--- src/rtl/rom_arbiter_pkg.sv ---
// rom_arbiter_pkg
//   Shared constants for the boot-ROM arbiter:
//     - FSM state encodings ST_IDLE / ST_REQ / ST_WAIT
//     - owner encodings ARB_M0 (CPU fetch) / ARB_M1 (loader/debug)
//     - pick_owner(): round-robin selection between the two masters
package rom_arbiter_pkg;

    localparam logic [1:0] ST_IDLE = 2'd0;
    localparam logic [1:0] ST_REQ  = 2'd1;
    localparam logic [1:0] ST_WAIT = 2'd2;

    localparam logic ARB_M0 = 1'b0;
    localparam logic ARB_M1 = 1'b1;

    // A lone requester always wins; on a tie the round-robin pointer decides.
    function automatic logic pick_owner(input logic m0_want,
                                        input logic m1_want,
                                        input logic rr_ptr);
        if (m0_want && m1_want) begin
            return rr_ptr;
        end else if (m1_want) begin
            return ARB_M1;
        end else begin
            return ARB_M0;
        end
    endfunction

endpackage

--- src/rtl/rom_arbiter.sv ---
// rom_arbiter
//   Shares the single-port boot ROM between two read masters (M0 = CPU
//   instruction fetch, M1 = loader/debug port). Round-robin arbitration,
//   one outstanding ROM access at a time, all handshakes active-low.
//
//   Optional feature macro: ROM_ARB_BURST_EN
//     When defined, an owner still holding its request at completion is
//     re-granted straight away (REQ again) up to MAX_BURST back-to-back
//     accesses before the other master gets a turn.
//
//   Handshake: a master drives req_ low with a stable address and holds it
//   until it sees its own rdy_ low for one cycle; rd_data is valid only in
//   that cycle. Dropping req_ early does not cancel an access in flight.
//
//   Ports
//     clk, reset         clock, synchronous active-low reset
//     m0_req_/m0_addr    M0 request and address;  m0_rdy_ M0 read done
//     m1_req_/m1_addr    M1 request and address;  m1_rdy_ M1 read done
//     rd_data            read data to both masters
//     rom_cs_/rom_as_    ROM chip select / address strobe (one-cycle pulse)
//     rom_addr           latched ROM address
//     rom_rd_data        ROM read data;  rom_rdy_ ROM ready (cycle after strobe)
//     dbg_state          current FSM state (ST_* encoding)
module rom_arbiter
    import rom_arbiter_pkg::*;
#(
    parameter int ADDR_W = 11,
    parameter int DATA_W = 32
`ifdef ROM_ARB_BURST_EN
    ,
    parameter int MAX_BURST = 4
`endif
) (
    input  logic              clk,
    input  logic              reset,
    input  logic              m0_req_,
    input  logic [ADDR_W-1:0] m0_addr,
    output logic              m0_rdy_,
    input  logic              m1_req_,
    input  logic [ADDR_W-1:0] m1_addr,
    output logic              m1_rdy_,
    output logic [DATA_W-1:0] rd_data,
    output logic              rom_cs_,
    output logic              rom_as_,
    output logic [ADDR_W-1:0] rom_addr,
    input  logic [DATA_W-1:0] rom_rd_data,
    input  logic              rom_rdy_,
    output logic [1:0]        dbg_state
);

    logic [1:0] state;
    logic       owner;
    logic       rr_ptr;

    logic       any_req;
    logic       grant;
    logic       done;

    assign any_req = ~m0_req_ | ~m1_req_;
    assign grant   = pick_owner(~m0_req_, ~m1_req_, rr_ptr);
    assign done    = (state == ST_WAIT) && ~rom_rdy_;

`ifdef ROM_ARB_BURST_EN
    localparam int BW = (MAX_BURST > 1) ? $clog2(MAX_BURST) : 1;
    localparam logic [BW-1:0] BURST_LAST = BW'(MAX_BURST - 1);

    logic [BW-1:0]     burst_cnt;
    logic              owner_req;
    logic [ADDR_W-1:0] owner_addr;

    assign owner_req  = (owner == ARB_M0) ? ~m0_req_ : ~m1_req_;
    assign owner_addr = (owner == ARB_M0) ? m0_addr : m1_addr;
`endif

    always_ff @(posedge clk) begin
        if (!reset) begin
            state    <= ST_IDLE;
            owner    <= ARB_M0;
            rr_ptr   <= ARB_M0;
            rom_addr <= '0;
`ifdef ROM_ARB_BURST_EN
            burst_cnt <= '0;
`endif
        end else begin
            case (state)
                ST_IDLE: begin
                    if (any_req) begin
                        owner    <= grant;
                        rom_addr <= (grant == ARB_M0) ? m0_addr : m1_addr;
                        state    <= ST_REQ;
                    end
                end
                ST_REQ: begin
                    state <= ST_WAIT;
                end
                ST_WAIT: begin
                    if (done) begin
`ifdef ROM_ARB_BURST_EN
                        if (owner_req && (burst_cnt < BURST_LAST)) begin
                            rom_addr  <= owner_addr;
                            burst_cnt <= burst_cnt + BW'(1);
                            state     <= ST_REQ;
                        end else begin
                            burst_cnt <= '0;
                            rr_ptr    <= ~owner;
                            state     <= ST_IDLE;
                        end
`else
                        rr_ptr <= ~owner;
                        state  <= ST_IDLE;
`endif
                    end
                end
                default: begin
                    state <= ST_IDLE;
                end
            endcase
        end
    end

    // Strobes and rdy_ are gated by reset so a response landing in the same
    // cycle reset is asserted is dropped rather than reported.
    assign rom_cs_   = ~((state == ST_REQ) && reset);
    assign rom_as_   = ~((state == ST_REQ) && reset);
    assign m0_rdy_   = ~(done && reset && (owner == ARB_M0));
    assign m1_rdy_   = ~(done && reset && (owner == ARB_M1));
    assign rd_data   = rom_rd_data;
    assign dbg_state = state;

endmodule
--- config.mk ---
export PLATFORM = sky130hd
export DESIGN_NAME = rom_arbiter
export DESIGN_NICKNAME = d
export VERILOG_FILES = /design/src/rtl/rom_arbiter_pkg.sv /design/src/rtl/rom_arbiter.sv
export SDC_FILE = /design/constraint.sdc
export NUM_CORES = 1
export LEC_CHECK = 0
export ABC_CLOCK_PERIOD_IN_PS = 1300
export BUFFER_PORTS_ARGS = -buffer_cell sky130_fd_sc_hd__buf_2
export CAP_MARGIN = 20
export CORE_MARGIN = 2
export CORE_UTILIZATION = 29
export DETAILED_ROUTE_END_ITERATION = 10
export GPL_TIMING_DRIVEN = 0
export PLACE_DENSITY = 0.75
export REMOVE_ABC_BUFFERS = 1
export SETUP_SLACK_MARGIN = 0.02
export SLEW_MARGIN = 30
export SYNTH_ARGS = -nofsm -noshare
export SYNTH_HDL_FRONTEND = slang
export SYNTH_SLANG_ARGS = --single-unit
export TNS_END_PERCENT = 10
--- constraint.sdc ---
create_clock -name clk -period 1.3 [get_ports clk]
set_clock_uncertainty 0.2 [all_clocks]
set_input_delay 0.26 -clock clk [delete_from_list [all_inputs] [get_ports clk]]
set_output_delay 0.26 -clock clk [all_outputs]
set_load 0.005 [all_outputs]
* Yosys cells after proc, flatten, opt, wreduce, memory -nomap -nowiden
Index checks and enable logic that the tools add are counted.
** Storage, ports and cells
- Flip-flop bits (word level) :: 15
- Input bits :: 59
- Output and inout port bits :: 49
- Word-level logic and storage cells :: 32
** Operators by class
- Equal/unequal tests :: 4
- Muxes and demuxes :: 6
- Bitwise gates (word level) :: 8
- Reductions and logical operators :: 10
** Operator list (number)
- two-way mux 11 bit :: 1
- NOT 1 bit :: 7
- logical AND 1 bit :: 6
- case mux 2 bit (3 select lines) :: 1
- AND reduction 2 bit :: 3
- two-way mux 2 bit :: 2
- != test 2 bit, second input constant :: 2
- == test 2 x 1 -> 1 bit, second input constant :: 1
- == test 2 bit, second input constant :: 1
- zero test 2 bit :: 1
- two-way mux 1 bit :: 2
- bitwise OR 1 bit :: 1

* Depth between registers and ports, before layout
- Depth after elaboration :: 5
- Depth in mapped cells :: 4
- Depth with buffers taken out :: 3

* Least setup slack after synthesis
No wires, ideal clock.
- Path type :: flip-flop to output port
- Start point :: register state[1] (netlist: dbg_state[1])
- End point :: output m0_rdy_
- Arrival time :: 0.926 ns
- Path slack :: -0.086 ns
- Stages on the path, launching flop included :: 3
- Cells stage by stage :: dfxtp_1 -> nor3b_1 -> nand3_1
** On the way
- Word-level cells in the longest chain between the ends :: 5
** Ends and longest elaborated chain
- start, declared :: line rom_arbiter.sv:51 : logic [1:0] state;
- start signal, assigned :: line rom_arbiter.sv:77 : state <= ST_IDLE;
- start signal, assigned :: line rom_arbiter.sv:90 : state <= ST_REQ;
- start signal, assigned :: line rom_arbiter.sv:94 : state <= ST_WAIT;
- == test 2 bit :: line rom_arbiter.sv:61 : assign done = (state == ST_WAIT) && ~rom_rdy_;
- logical AND 1 bit :: line rom_arbiter.sv:61
- logical AND 1 bit (2 in a row) :: line rom_arbiter.sv:125 : assign m0_rdy_ = ~(done && reset && (owner == ARB_M0));
- NOT 1 bit :: line rom_arbiter.sv:125
- end, declared :: line rom_arbiter.sv:38 : output logic m0_rdy_,
No other way between the ends.

* Final worst setup path
- Start point :: register state[1] (netlist: dbg_state[1])
- End point :: output m1_rdy_
** On the way
- Word-level cells in the longest chain between the ends :: 5
** Ends and longest elaborated chain
- == test 2 bit :: line rom_arbiter.sv:61
- logical AND 1 bit :: line rom_arbiter.sv:61
- logical AND 1 bit (2 in a row) :: line rom_arbiter.sv:126 : assign m1_rdy_ = ~(done && reset && (owner == ARB_M1));
- NOT 1 bit :: line rom_arbiter.sv:126
- end, declared :: line rom_arbiter.sv:41 : output logic m1_rdy_,
No other way between the ends.

==> out/metrics.sh <==
START_KIND='register'
LEAKAGEPOWER_nW=0.472
FINAL_SETUP_MARGIN_PS=-267
FINAL_CORE_UTILIZATION_PCT=33.7
ANTENNA-DIODE-COUNT=0
MOSTFREQUENTLAYOUTCELL='sky130_fd_sc_hd__buf_2'
HOLD-WORST-SLACK_PS=22.6
ACHIEVABLE-FREQUENCY_GHz=0.638
FINAL.MIN_CLOCK_PERIOD_PS=1570
ANTENNA_LEFT=0
CTS_STAGE_HOLD_BUFFER_COUNT=0
FLOORPLAN.INITIALDENSITY_PCT=30.2
YOSYS.CELL_TYPES.COUNT=21
CLOCK_TREE_FROM_TRITONCTS='built'
CP.REQUIRED_PS=840
GRT_UTIL_ALL_LAYERS_PCT=18.0
AVERAGE_CELL_AREA_AFTER_SYNTHESIS_UM2=8.03
GLOBAL_ROUTE.OVERFLOW_TOTAL=0
ROUTEDWLPERCELL_UM=19.6
GLOBALPLACE.CONGESTION=0.786
REG2REG_DEPTH=3
WORST_SETUP_HOLD_PATH_CLK_SLEW_PS=90
FLOORPLAN.DIE_AREA_UM2=3590
CTS_INSERTED_BUFFERS=3
CTS-HTREE-LEVELS=1
CORE_UM2=3000
NETS=188
DIE_H_UM=59.9
SYN2LAYOUT_AREA_GROWTH_PCT=11.6
DPL_WORST_SLACK_PS=-552
SETUP_TOTAL_NEGATIVE_SLACK_PS=-3350
OUTCOME='finished, violations left'
MAX-SLEW-MARGIN-REL_PCT=61.5
PEAKVDDDROP_mV=0.576
CRIT_TYPE='register to primary output'
ASYNC_FLOP_SHARE_PCT=0
DRIVE_GT1_SHARE_PCT=46.1
SYNTH_ENABLE_FLOP_CELLS=0
POST_SYNTH_INST_COUNT=113
ANTENNA_FOUND_INITIAL=0
SYNTH_SEQUENTIAL_AREA_RATIO_PCT=33.1
VIOLATIONS='setup timing'
PORTION_OF_THE_CLOCK_CYCLE_CONSUMED_BY_THE_WORST_PATH_IN_THE_FINAL_LAYOUT_PCT=121
CP.ARRIVAL_PS=1110
DRT-INITIAL-DRC-COUNT=12
DIE_X_UM=59.9
CTS_BUFFER_DEPTH=2
PLACE_INST=151
POSTSYNTH.TOPFLOPCELL='sky130_fd_sc_hd__dfxtp_1'
CLOCK-SINKS=15
FINAL_CELL_AREA_UM2=1010
MIN_PATH_TYPE='input port to register'
FINAL_CELL_MIX='sky130_fd_sc_hd__buf_2 (42), sky130_fd_sc_hd__nand2_1 (22), sky130_fd_sc_hd__dfxtp_1 (13)'
CAP_VIOLATIONS=0
SETUP_VIOLATIONS=19
FIN_CELLS=161
GRT_MAX_DEGREE=19
CLK_ROOT_BUFFER_CELL='sky130_fd_sc_hd__clkbuf_4'
SYN_AREA_UM2=907
WORSTHOLDPATHCELLS=3
GRT_PASS1_WL_UM=4490
WORST_SKEW_PAIR.LATE_LATENCY_PS=280
FLOORPLAN.ROWS=20
YS_WARN_COUNT=0
TIMING_MAX_TRANSITION_VIOLATIONS_FINAL=0
TOTALPOWERFINAL_mW=1.09
PLACEDINSTANCEAREA_UM2=886
DRT_PASS1_ITERATIONS=4
NUM_IO_PINS=108
VIAS=832
DRCVIOLATIONCOUNT=0
WORST-SLEW-PIN-TRANSITION_PS=576
FLIP_FLOP_AND_LATCH_COUNT_AFTER_SYNTHESIS=15
FINALHOLDVIOLCOUNT=0
RSZ0062_AT_GRT='true'
ROUTED_WIRELENGTH_UM=3160
POST-DP-HPWL_UM=2350
GRT_PASS1_VIAS=792
CP-END-KIND='primary output'
DETAIL_ROUTE.VIAS_PER_CELL=5.17
CRITICAL_PATH_PEAK_FANOUT=6
PORTBUFFERS=43
POWER-PER-CELL-AREA_nW_PER_UM2=1080
-- what timing repair did --
item                                    CTS  global route
gates cloned                              1             0
resized for setup                        11             2
setup buffers                             5             0
pin swaps                                 8             4
hold endpoints to repair                  0             0
endpoints found under the setup margin   20            20
-- logic make-up after synthesis --
family / count (synthesis) / share of synthesized area [%]
flops: 15 / 33.1
simple gates: 31 / 15.2
buf+inv: 39 / 31.0
compound gates: 28 / 20.7
-- report_power, final --
group | internal, mW | switching, mW
Clock | 0.119 | 0.145
Sequential | 0.511 | 0.0327
Combinational | 0.142 | 0.140
Total | 0.772 | 0.318
-- synth_stat cells, types with 2 or more instances --
cell | count | area (µm²)
sky130_fd_sc_hd__nand3_1 | 2 | 10.0
sky130_fd_sc_hd__o21ai_1 | 8 | 40.0
sky130_fd_sc_hd__nand3b_1 | 2 | 15.0
sky130_fd_sc_hd__nand2_1 | 23 | 86.3
sky130_fd_sc_hd__a31oi_1 | 11 | 68.8
sky130_fd_sc_hd__and2_1 | 2 | 12.5
sky130_fd_sc_hd__buf_2 | 3 | 15.0
sky130_fd_sc_hd__o21ai_0 | 3 | 15.0
sky130_fd_sc_hd__buf_4 | 33 | 248
sky130_fd_sc_hd__dfxtp_1 | 15 | 300
-- worst max-delay path, cell delays in order (launching register included) --
cell	delay [ps]
sky130_fd_sc_hd__dfxtp_4	390
sky130_fd_sc_hd__nor3b_4	220
sky130_fd_sc_hd__nand3_1	90
sky130_fd_sc_hd__buf_2	140
-- flip-flops by register name, summed over array words and instances (netlist names) --
name,flops
dbg_state,2
rom_addr,11
rr_ptr,1
owner,1
-- area by class of cell --
class | instances | area (µm²)
Fill cell | 341 | 1990
Multi-Input combinational cell | 60 | 363
Sequential cell | 15 | 308
Timing Repair Buffer | 48 | 270
Tap cell | 33 | 41.3
Clock buffer | 4 | 26.3
Inverter | 1 | 3.75
-- path summary, 6_finish.rpt --
path | endpoint | startpoint | slack [ps]
worst max-delay path | m1_rdy_ | dbg_state[1] | -270
worst min-delay path | rom_addr[4] | m1_addr[4] | 20
worst min register to register | rom_addr[1] | rom_addr[1] | 320
worst max register to register | owner | dbg_state[0] | -220
-- routing by layer --
layer	vias to the layer above	GRT usage, %	part of all wire (%)
met2	78	25.2	37
met5	-	1.59	0
met3	0	20.8	26
li1	382	-	-
met1	372	19.0	37
met4	0	0	0
Power figures use the tool's default switching activity.
